`src/rtl/cmult_arbiter.sv`:
```
// -----------------------------------------------------------------------------
// cmult_arbiter
//   Shares one mult_complex (Q1.15 complex multiplier, fixed 2-cycle latency)
//   among N requesters using round-robin arbitration. Each issued operation is
//   tagged with its requester index. The product comes back two cycles later
//   with a single-cycle result strobe.
//
// Ports
//   i_clk        clock, rising edge
//   i_rst_n      asynchronous active-low reset
//   i_en         arbitration enable; low = no new grants, pipeline drains
//   i_req_valid  [N]      requester k has operands present
//   o_req_ready  [N]      grant to requester k this cycle (one-hot or zero)
//   i_req_ar/ai/br/bi [16*N]  packed signed operands, slice k = requester k
//   o_res_valid  result strobe, one cycle per accepted request
//   o_res_id     [IDW]    requester index of the current result
//   o_res_r/i    [16]     signed product (zero when o_res_valid is low)
//   o_busy       at least one operation in flight
//
// mult_complex
//   Q1.15 x Q1.15 complex multiply. Stage 1 registers the four partial
//   products, each truncated to Q1.15 (bits [30:15]). Stage 2 registers the
//   16-bit wrapping difference/sum. No rounding, no saturation.
//
// Ports
//   i_clk        clock, rising edge
//   i_srst       synchronous active-high reset
//   i_ar/ai/br/bi  signed Q1.15 operands
//   o_cr, o_ci   product, valid two clocks after the operands are presented
// -----------------------------------------------------------------------------

module mult_complex (
  input  logic               i_clk,
  input  logic               i_srst,
  input  logic signed [15:0] i_ar,
  input  logic signed [15:0] i_ai,
  input  logic signed [15:0] i_br,
  input  logic signed [15:0] i_bi,
  output logic signed [15:0] o_cr,
  output logic signed [15:0] o_ci
);

  // Full-precision partial products (Q2.30).
  logic signed [31:0] w_p_rr;
  logic signed [31:0] w_p_ii;
  logic signed [31:0] w_p_ri;
  logic signed [31:0] w_p_ir;

  assign w_p_rr = i_ar * i_br;
  assign w_p_ii = i_ai * i_bi;
  assign w_p_ri = i_ar * i_bi;
  assign w_p_ir = i_ai * i_br;

  // Stage 1: partial products truncated back to Q1.15.
  logic signed [15:0] r_t_rr;
  logic signed [15:0] r_t_ii;
  logic signed [15:0] r_t_ri;
  logic signed [15:0] r_t_ir;

  // Stage 2: combined real/imaginary parts.
  logic signed [15:0] r_cr;
  logic signed [15:0] r_ci;

  always_ff @(posedge i_clk) begin
    if (i_srst) begin
      r_t_rr <= '0;
      r_t_ii <= '0;
      r_t_ri <= '0;
      r_t_ir <= '0;
      r_cr   <= '0;
      r_ci   <= '0;
    end else begin
      // Arithmetic shift then keep 16 bits == take bits [30:15].
      r_t_rr <= 16'(w_p_rr >>> 15);
      r_t_ii <= 16'(w_p_ii >>> 15);
      r_t_ri <= 16'(w_p_ri >>> 15);
      r_t_ir <= 16'(w_p_ir >>> 15);
      // 16-bit wrap-around on purpose; no saturation.
      r_cr   <= r_t_rr - r_t_ii;
      r_ci   <= r_t_ri + r_t_ir;
    end
  end

  assign o_cr = r_cr;
  assign o_ci = r_ci;

endmodule

module cmult_arbiter #(
  parameter int N   = 4,
  parameter int IDW = 2
) (
  input  logic                 i_clk,
  input  logic                 i_rst_n,
  input  logic                 i_en,
  input  logic [N-1:0]         i_req_valid,
  output logic [N-1:0]         o_req_ready,
  input  logic [16*N-1:0]      i_req_ar,
  input  logic [16*N-1:0]      i_req_ai,
  input  logic [16*N-1:0]      i_req_br,
  input  logic [16*N-1:0]      i_req_bi,
  output logic                 o_res_valid,
  output logic [IDW-1:0]       o_res_id,
  output logic signed [15:0]   o_res_r,
  output logic signed [15:0]   o_res_i,
  output logic                 o_busy
);

  // Multiplier latency, fixed by mult_complex.
  localparam int LAT = 2;

  // ---------------------------------------------------------------------------
  // Operand unpacking
  // ---------------------------------------------------------------------------
  logic signed [15:0] w_ar [N];
  logic signed [15:0] w_ai [N];
  logic signed [15:0] w_br [N];
  logic signed [15:0] w_bi [N];

  genvar gi;
  generate
    for (gi = 0; gi < N; gi++) begin : g_unpack
      assign w_ar[gi] = i_req_ar[16*gi +: 16];
      assign w_ai[gi] = i_req_ai[16*gi +: 16];
      assign w_br[gi] = i_req_br[16*gi +: 16];
      assign w_bi[gi] = i_req_bi[16*gi +: 16];
    end
  endgenerate

  // ---------------------------------------------------------------------------
  // Round-robin grant
  // ---------------------------------------------------------------------------
  logic [IDW-1:0] r_ptr;
  logic [IDW-1:0] w_grant_id;
  logic           w_found;
  logic           w_hs;

  // Walk from the pointer, wrapping modulo N; first valid requester wins.
  // The index is built one bit wider so N that is not a power of two wraps
  // correctly.
  always_comb begin
    w_found    = 1'b0;
    w_grant_id = '0;
    for (int off = 0; off < N; off++) begin
      logic [IDW:0] v_sum;
      v_sum = {1'b0, r_ptr} + (IDW+1)'(off);
      if (v_sum >= (IDW+1)'(N)) begin
        v_sum = v_sum - (IDW+1)'(N);
      end
      if (!w_found && i_req_valid[v_sum[IDW-1:0]]) begin
        w_found    = 1'b1;
        w_grant_id = v_sum[IDW-1:0];
      end
    end
  end

  // A grant is only given when enabled and out of reset; because ready is
  // derived from a valid requester, ready implies a handshake.
  assign w_hs = w_found & i_en & i_rst_n;

  generate
    for (gi = 0; gi < N; gi++) begin : g_ready
      assign o_req_ready[gi] = w_hs && (w_grant_id == IDW'(gi));
    end
  endgenerate

  // Pointer moves past the granted requester only on a handshake.
  always_ff @(posedge i_clk or negedge i_rst_n) begin
    if (!i_rst_n) begin
      r_ptr <= '0;
    end else if (w_hs) begin
      if (w_grant_id == IDW'(N-1)) begin
        r_ptr <= '0;
      end else begin
        r_ptr <= w_grant_id + IDW'(1);
      end
    end
  end

  // ---------------------------------------------------------------------------
  // Operand mux into the shared multiplier
  // ---------------------------------------------------------------------------
  // Idle cycles feed zeros so requesters that are waiting (or idle) never
  // toggle the multiplier datapath.
  logic signed [15:0] w_mul_ar;
  logic signed [15:0] w_mul_ai;
  logic signed [15:0] w_mul_br;
  logic signed [15:0] w_mul_bi;
  logic signed [15:0] w_cr;
  logic signed [15:0] w_ci;
  logic               w_mul_srst;

  assign w_mul_ar   = w_hs ? w_ar[w_grant_id] : '0;
  assign w_mul_ai   = w_hs ? w_ai[w_grant_id] : '0;
  assign w_mul_br   = w_hs ? w_br[w_grant_id] : '0;
  assign w_mul_bi   = w_hs ? w_bi[w_grant_id] : '0;
  assign w_mul_srst = ~i_rst_n;

  mult_complex u_mult (
    .i_clk  (i_clk),
    .i_srst (w_mul_srst),
    .i_ar   (w_mul_ar),
    .i_ai   (w_mul_ai),
    .i_br   (w_mul_br),
    .i_bi   (w_mul_bi),
    .o_cr   (w_cr),
    .o_ci   (w_ci)
  );

  // ---------------------------------------------------------------------------
  // Tag pipeline: {valid, id} travels alongside the multiplier stages
  // ---------------------------------------------------------------------------
  logic           r_tag_vld [LAT];
  logic [IDW-1:0] r_tag_id  [LAT];

  always_ff @(posedge i_clk or negedge i_rst_n) begin
    if (!i_rst_n) begin
      for (int s = 0; s < LAT; s++) begin
        r_tag_vld[s] <= 1'b0;
        r_tag_id[s]  <= '0;
      end
    end else begin
      r_tag_vld[0] <= w_hs;
      r_tag_id[0]  <= w_grant_id;
      for (int s = 1; s < LAT; s++) begin
        r_tag_vld[s] <= r_tag_vld[s-1];
        r_tag_id[s]  <= r_tag_id[s-1];
      end
    end
  end

  logic w_busy;

  always_comb begin
    w_busy = 1'b0;
    for (int s = 0; s < LAT; s++) begin
      w_busy = w_busy | r_tag_vld[s];
    end
  end

  // ---------------------------------------------------------------------------
  // Result outputs
  // ---------------------------------------------------------------------------
  // The tag's async reset makes the result disappear as soon as reset is
  // asserted, even though the multiplier itself only clears on a clock edge.
  // Gating also hides stale multiplier contents between results.
  logic w_res_valid;

  assign w_res_valid = r_tag_vld[LAT-1];
  assign o_res_valid = w_res_valid;
  assign o_res_id    = w_res_valid ? r_tag_id[LAT-1] : '0;
  assign o_res_r     = w_res_valid ? w_cr : '0;
  assign o_res_i     = w_res_valid ? w_ci : '0;
  assign o_busy      = w_busy;

endmodule
```
`config.mk`:
```
export PLATFORM = sky130hd
export DESIGN_NAME = cmult_arbiter
export DESIGN_NICKNAME = d
export VERILOG_FILES = /design/src/rtl/cmult_arbiter.sv
export SDC_FILE = /design/constraint.sdc
export NUM_CORES = 2
export LEC_CHECK = 0
export CORE_ASPECT_RATIO = 0.7
export CORE_UTILIZATION = 47
export DETAILED_ROUTE_END_ITERATION = 12
export HOLD_SLACK_MARGIN = 0.05
export PLACE_DENSITY = 0.66
export SETUP_SLACK_MARGIN = 0.3
export SYNTH_ARGS = -nofsm -noshare
export SYNTH_HDL_FRONTEND = slang
export SYNTH_SLANG_ARGS = --single-unit
```
`constraint.sdc`:
```
create_clock -name i_clk -period 10.1 [get_ports i_clk]
set_input_delay 2.02 -clock i_clk [delete_from_list [all_inputs] [get_ports i_clk]]
set_output_delay 2.02 -clock i_clk [all_outputs]
set_load 0.005 [all_outputs]
```
==> impl_summary.log <==
INFO  metric run_status = finished, final reports clean
INFO  metric wirelength = 183000 µm
INFO  metric reg2reg_to = u_mult.r_t_ir[11]$_SDFF_PN0_
INFO  metric worst_ep_arrival_time = 9.89 ns
INFO  metric synth_ff_type = sky130_fd_sc_hd__dfxtp_1
INFO  metric global_route.usage.total = 40.8%
INFO  metric critical_path_required = 10.35 ns
INFO  metric die_height = 255 µm
INFO  metric vias_post_dr = 38700
INFO  metric number_of_global_route_vias_before_repair = 40300
INFO  metric multi_input_comb_area = 36000 µm²
INFO  metric number_of_endpoints_failing_setup_at_the_final_stage = 0
INFO  metric cp_common_cell = sky130_fd_sc_hd__fa_1
INFO  metric dp.final_hpwl = 160000 µm
INFO  metric wl_per_cell = 25.4 µm
INFO  metric yosys_warnings = 0
INFO  metric floorplan.initialDensity = 47.5%
INFO  metric worst_path_fanout_max = 11
INFO  metric cts.sinks = 104
INFO  metric io_buffer_count = 302
INFO  metric syn-cell-area = 42800 µm²
INFO  metric layout-drive-gt1-share = 15.6%
INFO  metric layout-area-overhead-vs-synth = 25.9%
INFO  metric cts_tree = built
INFO  metric layout.cells.most_common = sky130_fd_sc_hd__inv_1
INFO  metric cts_made_buffers = 9
INFO  metric top_usage_layer = met2
INFO  metric layout.cells.most_common_list = 1179 x sky130_fd_sc_hd__inv_1, 1017 x sky130_fd_sc_hd__fa_1, 799 x sky130_fd_sc_hd__nand2_1
INFO  metric drt_first_pass_iters = 8
INFO  metric syn_area_per_cell = 8.42 µm²
INFO  metric area_share_of_fa_ha_maj_cells_after_synthesis = 57.7%
INFO  metric yosys.cell_types.count = 80
INFO  metric max_slew_margin = 23.7%
INFO  metric crit_path_end_kind = register
INFO  metric max-cap-violations = 0
INFO  metric timing.setup.critical_path_class = input port to register
INFO  metric worstPathBufferInverterCount = 10
INFO  metric max_stage_delay = 0.57 ns
INFO  metric grt_total_ovfl = 0
INFO  metric final_max_slew_viol_count = 0
INFO  metric ios = 303
INFO  metric core_region = 90100 µm²
INFO  metric layout.core_utilization = 59.9%
INFO  metric die_x = 363 µm
INFO  metric ys_async_sr_fraction = 7.69%
INFO  metric ff2ff_setup_slack = 1.86 ns
INFO  metric total_number_of_placement_rows = 92
INFO  metric grtUsageMet2 = 61.4%
INFO  metric timing.critical_path.max_delay_family = adder cells
INFO  metric start_kind = input port
INFO  metric max_slew.worst_pin.slew = 1.14 ns
INFO  metric final_period_minus_worst_setup_slack = 9.63 ns
INFO  metric share_of_the_synthesized_area_in_compound_gates_ao_oa_aoi_oai = 4.24%
INFO  metric skew = 0.0239 ns
INFO  metric nFillCells = 8389
INFO  metric first_pass_grt_wire_length = 268000 µm
INFO  metric report.final.hold_viol_count = 0
INFO  metric remaining_antenna_violation_count = 0
INFO  metric syn_inst = 5089
INFO  metric achievable-frequency = 104 MHz
INFO  metric basic_gate_share_of_the_synthesized_area_counting_and_or_nand_and_nor_cells = 18.0%
INFO  metric clock_tree.htree_level_count = 3
INFO  metric synth_seq_cells = 104
INFO  metric min_delay_path_depth = 0
INFO  metric synth_top_family_by_area = adder cells
INFO  metric crit_slowest_cell = sky130_fd_sc_hd__fa_1
INFO  metric fp.dieArea = 92400 µm²
INFO  metric drt_first_iter_violations = 3902
INFO  metric r2r_start = r_ptr[1]$_DFFE_PN0P_
INFO  metric worstRegToRegCells = 34
INFO  metric antenna_found_initial = 5
INFO  metric final_nets = 7613
INFO  metric cts.clk_slew.worst_paths = 0.10 ns
INFO  metric cts.root.buffer_cell = sky130_fd_sc_hd__clkbuf_16
INFO  metric insertion_delay = 0.40 ns
INFO  metric synthesis.nets = 6716
INFO  metric route.detailed.vias_per_inst = 5.36
INFO  metric type_of_the_worst_min_delay_path = register to register
INFO  metric grt_use_met1 = 57.6%
INFO  metric drc = 0
INFO  metric final-seq-area = 2120 µm²
INFO  metric postCtsHoldBufs = 0
INFO  metric post_synthesis_share_of_cell_area_spent_on_xor_and_xnor_gates = 2.19%
INFO  metric final.period_utilization = 95.4%
INFO  metric grtUsageMet3 = 12.8%
INFO  metric gp_routability_congestion = 1.04
INFO  metric rsz_0062_raised_after_global_routing = false
INFO  metric min-delay-start = r_tag_id[2]$_DFF_PN0_
INFO  metric synth_seq_area_share = 4.95%
INFO  metric worstHoldEndpoint = r_tag_id[0]$_DFF_PN0_
INFO  metric synth_mux_area_share = 0.759%
INFO  metric clk_path_buf_depth = 2
INFO  metric synth-edff-count = 0
INFO  metric grt_start_max_net_pins = 67
state kept, by name (all words and copies together) (netlist names):
| name | cells |
|---|---|
| u_mult.o_cr | 16 |
| u_mult.r_t_ii | 16 |
| r_ptr | 2 |
| u_mult.o_ci | 16 |
| r_tag_vld | 1 |
| o_res_valid | 1 |
| u_mult.r_t_rr | 16 |
| u_mult.r_t_ri | 16 |
| r_tag_id | 4 |
| u_mult.r_t_ir | 16 |
through the flow:
step / std cells / setup slack, ns / setup TNS [ns] / area (µm²) / hold slack [ns]
after floorplan: 5089 / 0.266 / 0 / 42900 / 0.331
after global routing: 7213 / 0.262 / 0 / 54000 / 0.380
final: 7216 / 0.469 / 0 / 54000 / 0.359
after CTS: 7192 / 0.315 / 0 / 53400 / 0.360
after global placement: 7176 / -0.742 / -13.41 / 52900 / 0.336
after detailed placement: 7176 / -0.820 / -16.81 / 52900 / 0.336
routing by layer:
layer / routed length, µm / vias to the layer above / share of wire [%]
met5: 27 / - / 0.015
met4: 4380 / 4 / 2.4
met3: 23300 / 247 / 13
met2: 78200 / 1922 / 43
met1: 77500 / 19700 / 42
li1: - / 16700 / -
area by class of cell:
cell class	count	share of cell area, %
diodes	3	0.0139
clock buffers	9	0.417
clock inverters	7	0.151
inverters	1185	8.30
multi-input cells	3607	66.7
flip-flops and latches	104	3.93
well taps	1222	2.83
repair buffers	1078	17.6
repair inverters	1	0.0162
what timing repair did:
action | CTS | global route
pin swaps | 1 | 40
setup buffers | 0 | 18
endpoints found under the setup margin | 46 | 62
resized for setup | 57 | 76
cloned | 0 | 3
worst max path at each step:
stage / start / to / slack [ns] / depth (start not counted)
after floorplan: i_req_valid[2] / u_mult.r_t_ri[13]$_SDFF_PN0_ / 0.27 / 37
after global placement: i_req_valid[1] / u_mult.r_t_ri[11]$_SDFF_PN0_ / -0.74 / 36
after detailed placement: i_req_valid[2] / u_mult.r_t_ri[11]$_SDFF_PN0_ / -0.82 / 36
after CTS: i_req_valid[2] / u_mult.r_t_ir[13]$_SDFF_PN0_ / 0.32 / 36
after global routing: i_req_valid[2] / u_mult.r_t_ir[14]$_SDFF_PN0_ / 0.26 / 38
final: i_req_valid[2] / u_mult.r_t_ir[11]$_SDFF_PN0_ / 0.47 / 34
synthesized netlist by cell type, types with 14 or more instances:
library cell / instances / area [µm²]
sky130_fd_sc_hd__nand2_1: 810 / 3040
sky130_fd_sc_hd__a21o_1: 26 / 195
sky130_fd_sc_hd__inv_1: 1181 / 4430
sky130_fd_sc_hd__buf_2: 26 / 130
sky130_fd_sc_hd__nor3_1: 49 / 245
sky130_fd_sc_hd__and2_1: 86 / 538
sky130_fd_sc_hd__clkbuf_1: 143 / 537
sky130_fd_sc_hd__or2_2: 18 / 113
sky130_fd_sc_hd__buf_1: 22 / 82.6
sky130_fd_sc_hd__ha_1: 342 / 4280
sky130_fd_sc_hd__nand3_1: 115 / 576
sky130_fd_sc_hd__nor2_1: 660 / 2480
sky130_fd_sc_hd__mux2i_1: 24 / 240
sky130_fd_sc_hd__o21ai_0: 53 / 265
sky130_fd_sc_hd__a21oi_1: 56 / 280
sky130_fd_sc_hd__dfxtp_1: 96 / 1920
sky130_fd_sc_hd__nor2b_1: 16 / 100
sky130_fd_sc_hd__xnor2_1: 83 / 727
sky130_fd_sc_hd__a31oi_1: 15 / 93.8
sky130_fd_sc_hd__and3_1: 26 / 163
sky130_fd_sc_hd__xor2_1: 24 / 210
sky130_fd_sc_hd__o21a_1: 14 / 105
sky130_fd_sc_hd__fa_1: 1022 / 20500
cells by family after synthesis:
family,count (synthesis)
flops,104
mux,31
buf+inv,1378
fa+ha+maj,1364
xor+xnor,107
compound gates,261
simple gates,1844
Power is left out: the tool's default activity adds up to more than one toggle a clock period on the data nets, which glitch-free logic cannot reach.
